File: config.mk
export PLATFORM = sky130hd
export DESIGN_NAME = kmp_prefix_table
export DESIGN_NICKNAME = d
export VERILOG_FILES = /design/src/rtl/kmp_pkg.sv /design/src/rtl/kmp_pattern_buffer.sv /design/src/rtl/kmp_prefix_table.sv
export SDC_FILE = /design/constraint.sdc
export NUM_CORES = 1
export LEC_CHECK = 0
export CAP_MARGIN = 20
export CORE_MARGIN = 5
export CORE_UTILIZATION = 36
export DETAILED_ROUTE_END_ITERATION = 7
export GPL_TIMING_DRIVEN = 0
export PLACE_DENSITY = 0.49
export SETUP_SLACK_MARGIN = 0.1
export SYNTH_ARGS = -nofsm -noshare
export SYNTH_HDL_FRONTEND = slang
export SYNTH_SLANG_ARGS = --single-unit
export TNS_END_PERCENT = 100
File: constraint.sdc
create_clock -name clk -period 4.6 [get_ports clk]
set_input_delay 0.92 -clock clk [delete_from_list [all_inputs] [get_ports clk]]
set_output_delay 0.92 -clock clk [all_outputs]
set_load 0.005 [all_outputs]
File: src/rtl/kmp_pkg.sv
// Shared definitions for the KMP prefix-table builder and the matcher FSM.
package kmp_pkg;

   localparam int KMP_MAX_LEN = 8;   // maximum pattern length in characters
   localparam int KMP_CHAR_W  = 8;   // character width in bits
   localparam int KMP_ADDR_W  = 3;   // pattern / table address width

   typedef enum logic [1:0] {
      ST_IDLE    = 2'd0,
      ST_LOAD    = 2'd1,
      ST_COMPUTE = 2'd2,
      ST_DONE    = 2'd3
   } kmp_state_t;

   // A pattern length is usable when it is at least one and no longer than the buffer.
   function automatic logic len_legal(input logic [3:0] len, input logic [3:0] max_len);
      return (len != 4'd0) && (len <= max_len);
   endfunction

endpackage

File: src/rtl/kmp_pattern_buffer.sv
// Pattern register file: one write port, two combinational read ports
// (one addressed by the scan index i, one by the current prefix length).
module kmp_pattern_buffer
   import kmp_pkg::*;
#(
   parameter int DEPTH = KMP_MAX_LEN,
   parameter int WIDTH = KMP_CHAR_W
) (
   input  logic                  clk,
   input  logic                  rst,
   input  logic                  we,
   input  logic [KMP_ADDR_W-1:0] waddr,
   input  logic [WIDTH-1:0]      wdata,
   input  logic [KMP_ADDR_W-1:0] raddr_a,
   output logic [WIDTH-1:0]      rdata_a,
   input  logic [KMP_ADDR_W-1:0] raddr_b,
   output logic [WIDTH-1:0]      rdata_b
);

   logic [WIDTH-1:0] mem [DEPTH];

   // Clear on reset, otherwise store one character per write strobe.
   always_ff @(posedge clk) begin
      if (rst) begin
         for (int k = 0; k < DEPTH; k++) begin
            mem[k] <= {WIDTH{1'b0}};
         end
      end else if (we) begin
         mem[waddr] <= wdata;
      end
   end

   assign rdata_a = mem[raddr_a];
   assign rdata_b = mem[raddr_b];

endmodule

File: src/rtl/kmp_prefix_table.sv
// Builds the KMP longest-proper-prefix-suffix table for a pattern fetched
// from a synchronous ROM: LOAD copies the pattern into a local buffer, then
// COMPUTE runs one step of the classic prefix-function loop per cycle.
module kmp_prefix_table
   import kmp_pkg::*;
#(
   parameter int MAX_LEN = KMP_MAX_LEN,
   parameter int CHAR_W  = KMP_CHAR_W
) (
   input  logic                  clk,
   input  logic                  rst,
   input  logic                  start,
   input  logic [3:0]            pat_len,
   output logic [KMP_ADDR_W-1:0] rom_addr,
   input  logic [CHAR_W-1:0]     rom_data,
   input  logic [KMP_ADDR_W-1:0] lps_addr,
   output logic [KMP_ADDR_W-1:0] lps_data,
   output logic                  busy,
   output logic                  done,
   output logic                  err
);

   localparam logic [3:0] MAX_LEN_W = 4'(MAX_LEN);

   kmp_state_t            state;
   logic [3:0]            m;        // latched pattern length
   logic [3:0]            ld_cnt;   // LOAD cycle counter, 0..m
   logic [KMP_ADDR_W-1:0] len;      // current matched prefix length
   logic [KMP_ADDR_W-1:0] i;        // scan index
   logic                  fin;      // i has reached m (i itself is only 3 bits)
   logic [KMP_ADDR_W-1:0] lps [MAX_LEN];

   logic                  buf_we;
   logic [KMP_ADDR_W-1:0] buf_waddr;
   logic [CHAR_W-1:0]     buf_i;
   logic [CHAR_W-1:0]     buf_len;
   logic                  i_last;

   // Pattern buffer: written from rom_data during LOAD, read at i and len during COMPUTE.
   kmp_pattern_buffer #(
      .DEPTH (MAX_LEN),
      .WIDTH (CHAR_W)
   ) u_buf (
      .clk     (clk),
      .rst     (rst),
      .we      (buf_we),
      .waddr   (buf_waddr),
      .wdata   (rom_data),
      .raddr_a (i),
      .rdata_a (buf_i),
      .raddr_b (len),
      .rdata_b (buf_len)
   );

   // ROM data arrives one cycle after its address, so LOAD cycle k writes buf[k-1].
   always_comb begin
      buf_we    = 1'b0;
      buf_waddr = 3'd0;
      if ((state == ST_LOAD) && (ld_cnt != 4'd0)) begin
         buf_we    = 1'b1;
         buf_waddr = ld_cnt[2:0] - 3'd1;
      end else begin
         buf_we    = 1'b0;
         buf_waddr = 3'd0;
      end
   end

   // Terminal compare of the 3-bit index against the 4-bit length.
   assign i_last   = (({1'b0, i} + 4'd1) == m);
   assign lps_data = lps[lps_addr];

   // Control FSM with registered outputs and the inline lps table.
   always_ff @(posedge clk) begin
      if (rst) begin
         state    <= ST_IDLE;
         m        <= 4'd0;
         ld_cnt   <= 4'd0;
         len      <= 3'd0;
         i        <= 3'd0;
         fin      <= 1'b0;
         rom_addr <= 3'd0;
         busy     <= 1'b0;
         done     <= 1'b0;
         err      <= 1'b0;
         for (int k = 0; k < MAX_LEN; k++) begin
            lps[k] <= 3'd0;
         end
      end else begin
         done <= 1'b0;
         err  <= 1'b0;
         case (state)
            ST_IDLE: begin
               if (start) begin
                  if (len_legal(pat_len, MAX_LEN_W)) begin
                     m        <= pat_len;
                     ld_cnt   <= 4'd0;
                     rom_addr <= 3'd0;
                     busy     <= 1'b1;
                     state    <= ST_LOAD;
                     // Clearing now leaves entries beyond m at zero after the build.
                     for (int k = 0; k < MAX_LEN; k++) begin
                        lps[k] <= 3'd0;
                     end
                  end else begin
                     err <= 1'b1;
                  end
               end
            end
            ST_LOAD: begin
               if (ld_cnt == m) begin
                  state    <= ST_COMPUTE;
                  rom_addr <= 3'd0;
                  lps[0]   <= 3'd0;
                  len      <= 3'd0;
                  i        <= 3'd1;
                  fin      <= (m == 4'd1);
               end else begin
                  ld_cnt   <= ld_cnt + 4'd1;
                  rom_addr <= rom_addr + 3'd1;
               end
            end
            ST_COMPUTE: begin
               if (fin) begin
                  state <= ST_DONE;
                  busy  <= 1'b0;
                  done  <= 1'b1;
               end else if (buf_i == buf_len) begin
                  lps[i] <= len + 3'd1;
                  len    <= len + 3'd1;
                  i      <= i + 3'd1;
                  fin    <= i_last;
               end else if (len != 3'd0) begin
                  len <= lps[len - 3'd1];
               end else begin
                  lps[i] <= 3'd0;
                  i      <= i + 3'd1;
                  fin    <= i_last;
               end
            end
            ST_DONE: begin
               state <= ST_IDLE;
            end
            default: begin
               state <= ST_IDLE;
               busy  <= 1'b0;
            end
         endcase
      end
   end

endmodule

==> summary.txt, run 1 <==
Timing
  – Fin. Hold Viols: 0
  – Slew HR: 27.9%
  – RSZ-0062 raised after global routing: false
  – Hold Slack: 0.475 ns
  – Period minus WS final: 3.58 ns
  – Clock skew: roughly 0.011 ns
  – Final setup fails: 0
  – F_max: 279 MHz
  – Fin crit share: between 70% and 80%
  – Slack of the critical path: 1.02 ns
  – Setup TNS: 0 ns
  – Worst-Margin Slew: 1.07 ns
  – Final Max Slew Viols: 0

Finish
  – Area grow syn2layout: 16.4%
  – Commonest non-fill, non-tap cells in the layout: edfxtp_1, and2_1, nor2_1, dfxtp_1, mux2i_1
  – Diode count: 0
  – Fin cells: 781
  – Post-Layout Inst Area: ~7500 um^2
  – Share of cells above drive strength 1: 15.8%
  – Layout net count: 567
  – Commonest non-fill, non-tap cell in the layout: edfxtp_1
  – Finished Core Util: 42.3%
  – Filler cells: ~1,600

Placed design
  – PortBufs: 24
  – Placed Cells: approximately 750
  – Post-Place Setup Slack: 0.941 ns
  – DP Area: 7030 um^2
  – Dpl hpwl: about 11 mm
  – Gpl congestion: 0.839

GRT
  – Largest net degree at the start of global routing: 17
  – Vias in the first global route: between 4,000 and 5,000
  – First-pass GRT wire length: 25.1 mm
  – Grt total ovfl: 0
  – GR Util All Layers: around 16%
  – Antenna violations before repair: 0

Hold path
  – Hold Startpoint: rom_addr[2]
  – Hold Crit Endpoint: rom_addr[2]
  – Hold path depth: 2
  – Hold WC Path Type: register to register

Clocking
  – Inserted Clock Buffers: 17
  – Reg clk slew, reported paths: around 0.050 ns
  – CTS tree: done
  – Setup bufs post-CTS: 0
  – H-tree Lvls: 4
  – Longest Clk Path Bufs: 2
  – Root buffer cell: clkbuf_16
  – CTS Hold Bufs: 0
  – Clock Sinks: 117
  – Worst-Skew Late Latency: just over 0.4 ns
  – Resized cells post-CTS: 0

Power and ir drop
  – Leak: 2.68 nW
  – Int Pwr: 2.19 mW
  – Sw Share: between 20% and 30%
  – Psw: 0.825 mW
  – Clock power frac: 38.6%
  – Combinational share of power: 19.1%
  – Tot Pwr: 3.01 mW
  – Max IR drop VDD: 0.000242 V
  – PD cells: 399 nW/um^2
  – Reg power frac: 42.3%

Logic synthesis
  – Synth warn: 0
  – Cells after Synth: a little under 500
  – Mean post-synth cell area: 13.1 um^2
  – Post-synthesis register bit count: 117
  – Ys async rst share: 0%
  – Net Count, Synth: 521
  – Synthesized area: between 6000 and 7000 um^2
  – Synth top area share: about 41%
  – Post-synth top flop: edfxtp_1
  – Sequential fraction of the synthesis area: about 50%
  – Post-synth EDFFs: 88
  – Yosys cell types: 62
  – Synth area leader: edfxtp_1
  – Synth area leaders: edfxtp_1, dfxtp_1, mux4_1

Setup path
  – Worst EP required: approximately 3.7 ns
  – Worst r2r dst: lps[7][0]
  – Crit path kind: input pin to output port
  – R2r setup slk: 1.13 ns
  – Critical Path Fanout Max: 6
  – CP Capture Type: output port
  – Startpoint Class: input pin
  – WP data arrival: 2.66 ns
  – Register-to-Register Path Depth: 8

Routing
  – Routed Antenna Nets: 0
  – Drt wl/cell: between 20 and 25 um
  – Met2 Routed Length: 7.54 mm
  – First-pass iteration count of the detailed router: 4
  – M1 WL: 7.48 mm
  – DRC viols: 0
  – Vias: 4,129
  – Initial DRC Count: 238
  – Top sig layer: met4
  – Vias per cell: 5.29
  – Routed WL: 15.8 mm
  – WL met3: 619 um

Floorplanning
  – Die ar.: 20,800 um^2
  – Die width: 144 um
  – Die height: 144 um
  – Starting Density: a little over a third
  – # IOs: 27
  – Row cnt: 49
  – Core area: between 15,000 and 20,000 um^2

Outcome
  – Status: finished clean

Flow run
  – Max-cap viol count: 0
==> flip-flops by register name, indices dropped and copies added (netlist names), named ones only <==
signal	count
u_buf.mem	64
lps	24
ld_cnt	4
m	4
i	3
len	3
rom_addr	3
state	2
busy	1
done	1
err	1
fin	1
==> how the worst max path moves through the flow <==
stage | slack, ns | endpoint | cells after the start | startpoint
finish | 1.02 | lps_data[0] | 4 | lps_addr[1]
global route | 0.93 | lps_data[1] | 4 | lps_addr[0]
CTS | 1.01 | lps_data[0] | 4 | lps_addr[1]
detailed placement | 0.94 | lps[7][2] | 5 | pat_len[0]
global placement | 1.01 | lps[7][2] | 5 | pat_len[0]
floorplan | 1.62 | lps_data[0] | 3 | lps_addr[0]
==> Yosys cell counts (9+ instances only) <==
cell / number
edfxtp_1: 88
and2_1: 64
nor2_1: 49
dfxtp_1: 29
mux2i_1: 25
mux4_2: 23
mux4_1: 21
nand2_1: 21
xor2_1: 16
o21ai_0: 14
or2_2: 13
clkbuf_1: 11
inv_1: 11
ha_1: 10
nor3_1: 10
nand2b_1: 9
==> cell type report <==
cell class | count | area (um^2) | area share [%]
clock buffers | 26 | 489 | 6.48
clock inverters | 6 | 28.8 | 0.381
plain buffers | 22 | 153 | 2.02
multi-input cells | 342 | 3060 | 40.5
repair buffers | 27 | 260 | 3.45
inverters | 12 | 45.0 | 0.597
flip-flops and latches | 117 | 3220 | 42.7
well taps | 229 | 287 | 3.80
==> worst max-delay path, cell delays in order <==
cell and delay [ns]:
clkdlybuf4s50_1 0.65, mux4_2 0.36, mux2_2 0.28, clkdlybuf4s50_1 0.45
==> power by group through the flow <==
stage	combinational (mW)	sequential, mW	clock, mW
floorplan	0.414	1.27	0
global placement	0.570	1.29	0
detailed placement	0.577	1.29	0
CTS	0.579	1.27	1.18
global route	0.636	1.28	1.23
finish	0.577	1.27	1.16
==> per-layer routing <==
metal / track usage [%] / vias up
met1: 22.7 / 2063
met5: 0 / -
li1: - / 1961
met2: 25.7 / 93
met3: 3.47 / 12
met4: 4.66 / 0
==> logic make-up (layout without fill, tap and decap cells) <==
| family | count (synthesis) | after routing | share of synthesized area [%] |
|---|---|---|---|
| AO/OA/AOI/OAI | 46 | 46 | 4.65 |
| buffers and inverters | 34 | 93 | 3.05 |
| flip-flops | 117 | 117 | 49.7 |
| multiplexers | 73 | 73 | 21.1 |
| AND/OR/NAND/NOR | 192 | 192 | 16.6 |
| adder cells (fa/ha/maj) | 10 | 10 | 1.93 |
| XOR/XNOR | 21 | 21 | 2.95 |
(Power assumes the default switching activity.)
==> run 2, diff against run 1 <==
Clock period 4.6 ns to 3.6 ns, I/O delays scaled along.
==> summary.txt, run 2 (synthesized netlist as in run 1, its figures left out) <==
GRT
  – Largest net degree at the start of global routing: 17
  – Grt total ovfl: 0
  – GR Util All Layers: 16.2%
  – First-pass GRT wire length: about 25 mm
  – Antenna violations before repair: 0
  – Vias in the first global route: 4,373

Routing
  – Drt wl/cell: 20.1 um
  – First-pass iteration count of the detailed router: 4
  – Routed WL: 15.7 mm
  – DRC viols: 0
  – Vias: 4,133
  – Routed Antenna Nets: 0
  – Vias per cell: around 5.3
  – Initial DRC Count: around 240

Timing
  – Period minus WS final: approximately 3.2 ns
  – RSZ-0062 raised after global routing: false
  – Worst-Margin Slew: 1.12 ns
  – Fin. Hold Viols: 0
  – Slew HR: 24.5%
  – F_max: 311 MHz
  – Fin crit share: 89.2%
  – Final setup fails: 0
  – Clock skew: 0.0113 ns
  – Setup TNS: 0 ns
  – Final Max Slew Viols: 0

Outcome
  – Status: finished clean

Hold path
  – Hold Startpoint: rom_addr[2]
  – Hold WC Path Type: register to register

Finish
  – Largest reg by FF count: u_buf.mem
  – Diode count: 0
  – Commonest non-fill, non-tap cells in the layout: edfxtp_1, and2_1, nor2_1, dfxtp_1, mux2i_1
  – Storage cell area: 3220 um^2
  – Area grow syn2layout: 16.8%
  – Fin cells: about 780
  – Share of cells above drive strength 1: 16.2%
  – Layout net count: 569
  – Post-Layout Inst Area: 7570 um^2
  – Largest regs: u_buf.mem (64), lps (24)
  – Max FFs per register: 64
  – Commonest non-fill, non-tap cell in the layout: edfxtp_1
  – Filler cells: 1,641
  – Multi-input logic area: 3070 um^2

Setup path
  – Crit path kind: register to register
  – Worst EP required: approximately 3.6 ns
  – CP Capture Type: register
  – R2r setup slk: between 0.3 and 0.4 ns
  – WP data arrival: 3.25 ns
  – Startpoint Class: register
  – Critical Path Fanout Max: 10

Power and ir drop
  – Max IR drop VDD: 0.000309 V
  – PD cells: 509 nW/um^2
  – Leak: approximately 2.7 nW

Clocking
  – H-tree Lvls: 4
  – Inserted Clock Buffers: 17
  – Worst-Skew Late Latency: 0.41 ns
  – Clock Sinks: 117
  – Reg clk slew, reported paths: roughly 0.050 ns
  – CTS Hold Bufs: 0
  – Longest Clk Path Bufs: 2
  – CTS tree: done
  – Root buffer cell: clkbuf_16

Floorplanning
  – Row cnt: 49
  – Core area: 17,800 um^2
  – Die width: 144 um
  – # IOs: 27
  – Starting Density: 36.3%
  – Die ar.: 20,800 um^2
  – Die height: between 100 and 150 um

Placed design
  – Placed Cells: roughly 750
  – Gpl congestion: 0.839
  – PortBufs: 24
  – DP Area: 7030 um^2
  – Dpl hpwl: 11.4 mm

Flow run
  – Max-cap viol count: 0
==> run 2: worst max-delay path: stages (launching register included) <==
cell and delay, ns:
dfxtp_1 0.40, buf_6 0.21, mux4_1 0.56, mux2i_1 0.18, xor2_1 0.16, nor4_4 0.26, buf_4 0.19, a21oi_2 0.12
or2_2 0.37, o211ai_1 0.41
==> run 2: area by class of cell <==
type | count | area share, %
multi-input cells | 342 | 40.5
well taps | 229 | 3.79
repair buffers | 29 | 3.64
flip-flops and latches | 117 | 42.6
plain buffers | 22 | 2.02
inverters | 12 | 0.595
clock buffers | 26 | 6.46
clock inverters | 6 | 0.380
==> run 2: through the flow <==
| step | power, mW | hold slack [ns] | util, % | setup WS [ns] |
|---|---|---|---|---|
| 3_5_place_dp | 2.39 | 0.467 | 39.4 | 0.0923 |
| 2_1_floorplan | 2.15 | 0.444 | - | 0.806 |
| 4_1_cts | 3.87 | 0.477 | 42.3 | 0.123 |
| 5_1_grt | 4.03 | 0.520 | 42.4 | 0.219 |
| 6_report | 3.85 | 0.475 | 42.4 | 0.387 |
| 3_3_place_gp | 2.38 | 0.460 | 39.3 | 0.162 |
==> run 2: path summary, 6_finish.rpt <==
kind | cells past startpoint | end
worst max-delay path | 9 | lps[0][2]
worst min-delay path | 2 | rom_addr[2]
worst max register to register | 9 | lps[0][2]
worst min register to register | 2 | rom_addr[2]
==> run 2: power breakdown <==
group	internal, mW	switching (mW)	total [mW]
Sequential	1.56	0.0685	1.63
Clock	0.925	0.558	1.48
Combinational	0.317	0.427	0.743
Total	2.80	1.05	3.85
==> run 2: layer usage <==
metal | GRT usage (%) | up-vias | wire (um)
li1 | - | 1964 | -
met1 | 22.7 | 2072 | 7570
met2 | 25.7 | 85 | 7420
met3 | 3.47 | 12 | 565
met4 | 4.66 | 0 | 176
met5 | 0 | - | 0
==> run 2: repair_timing <==
action / 4_1_cts / 5_1_grt
gates cloned: 0 / 0
resized for setup: 1 / 7
endpoints found under the setup margin: 3 / 23
pin swaps: 0 / 1
buffers inserted: 0 / 2
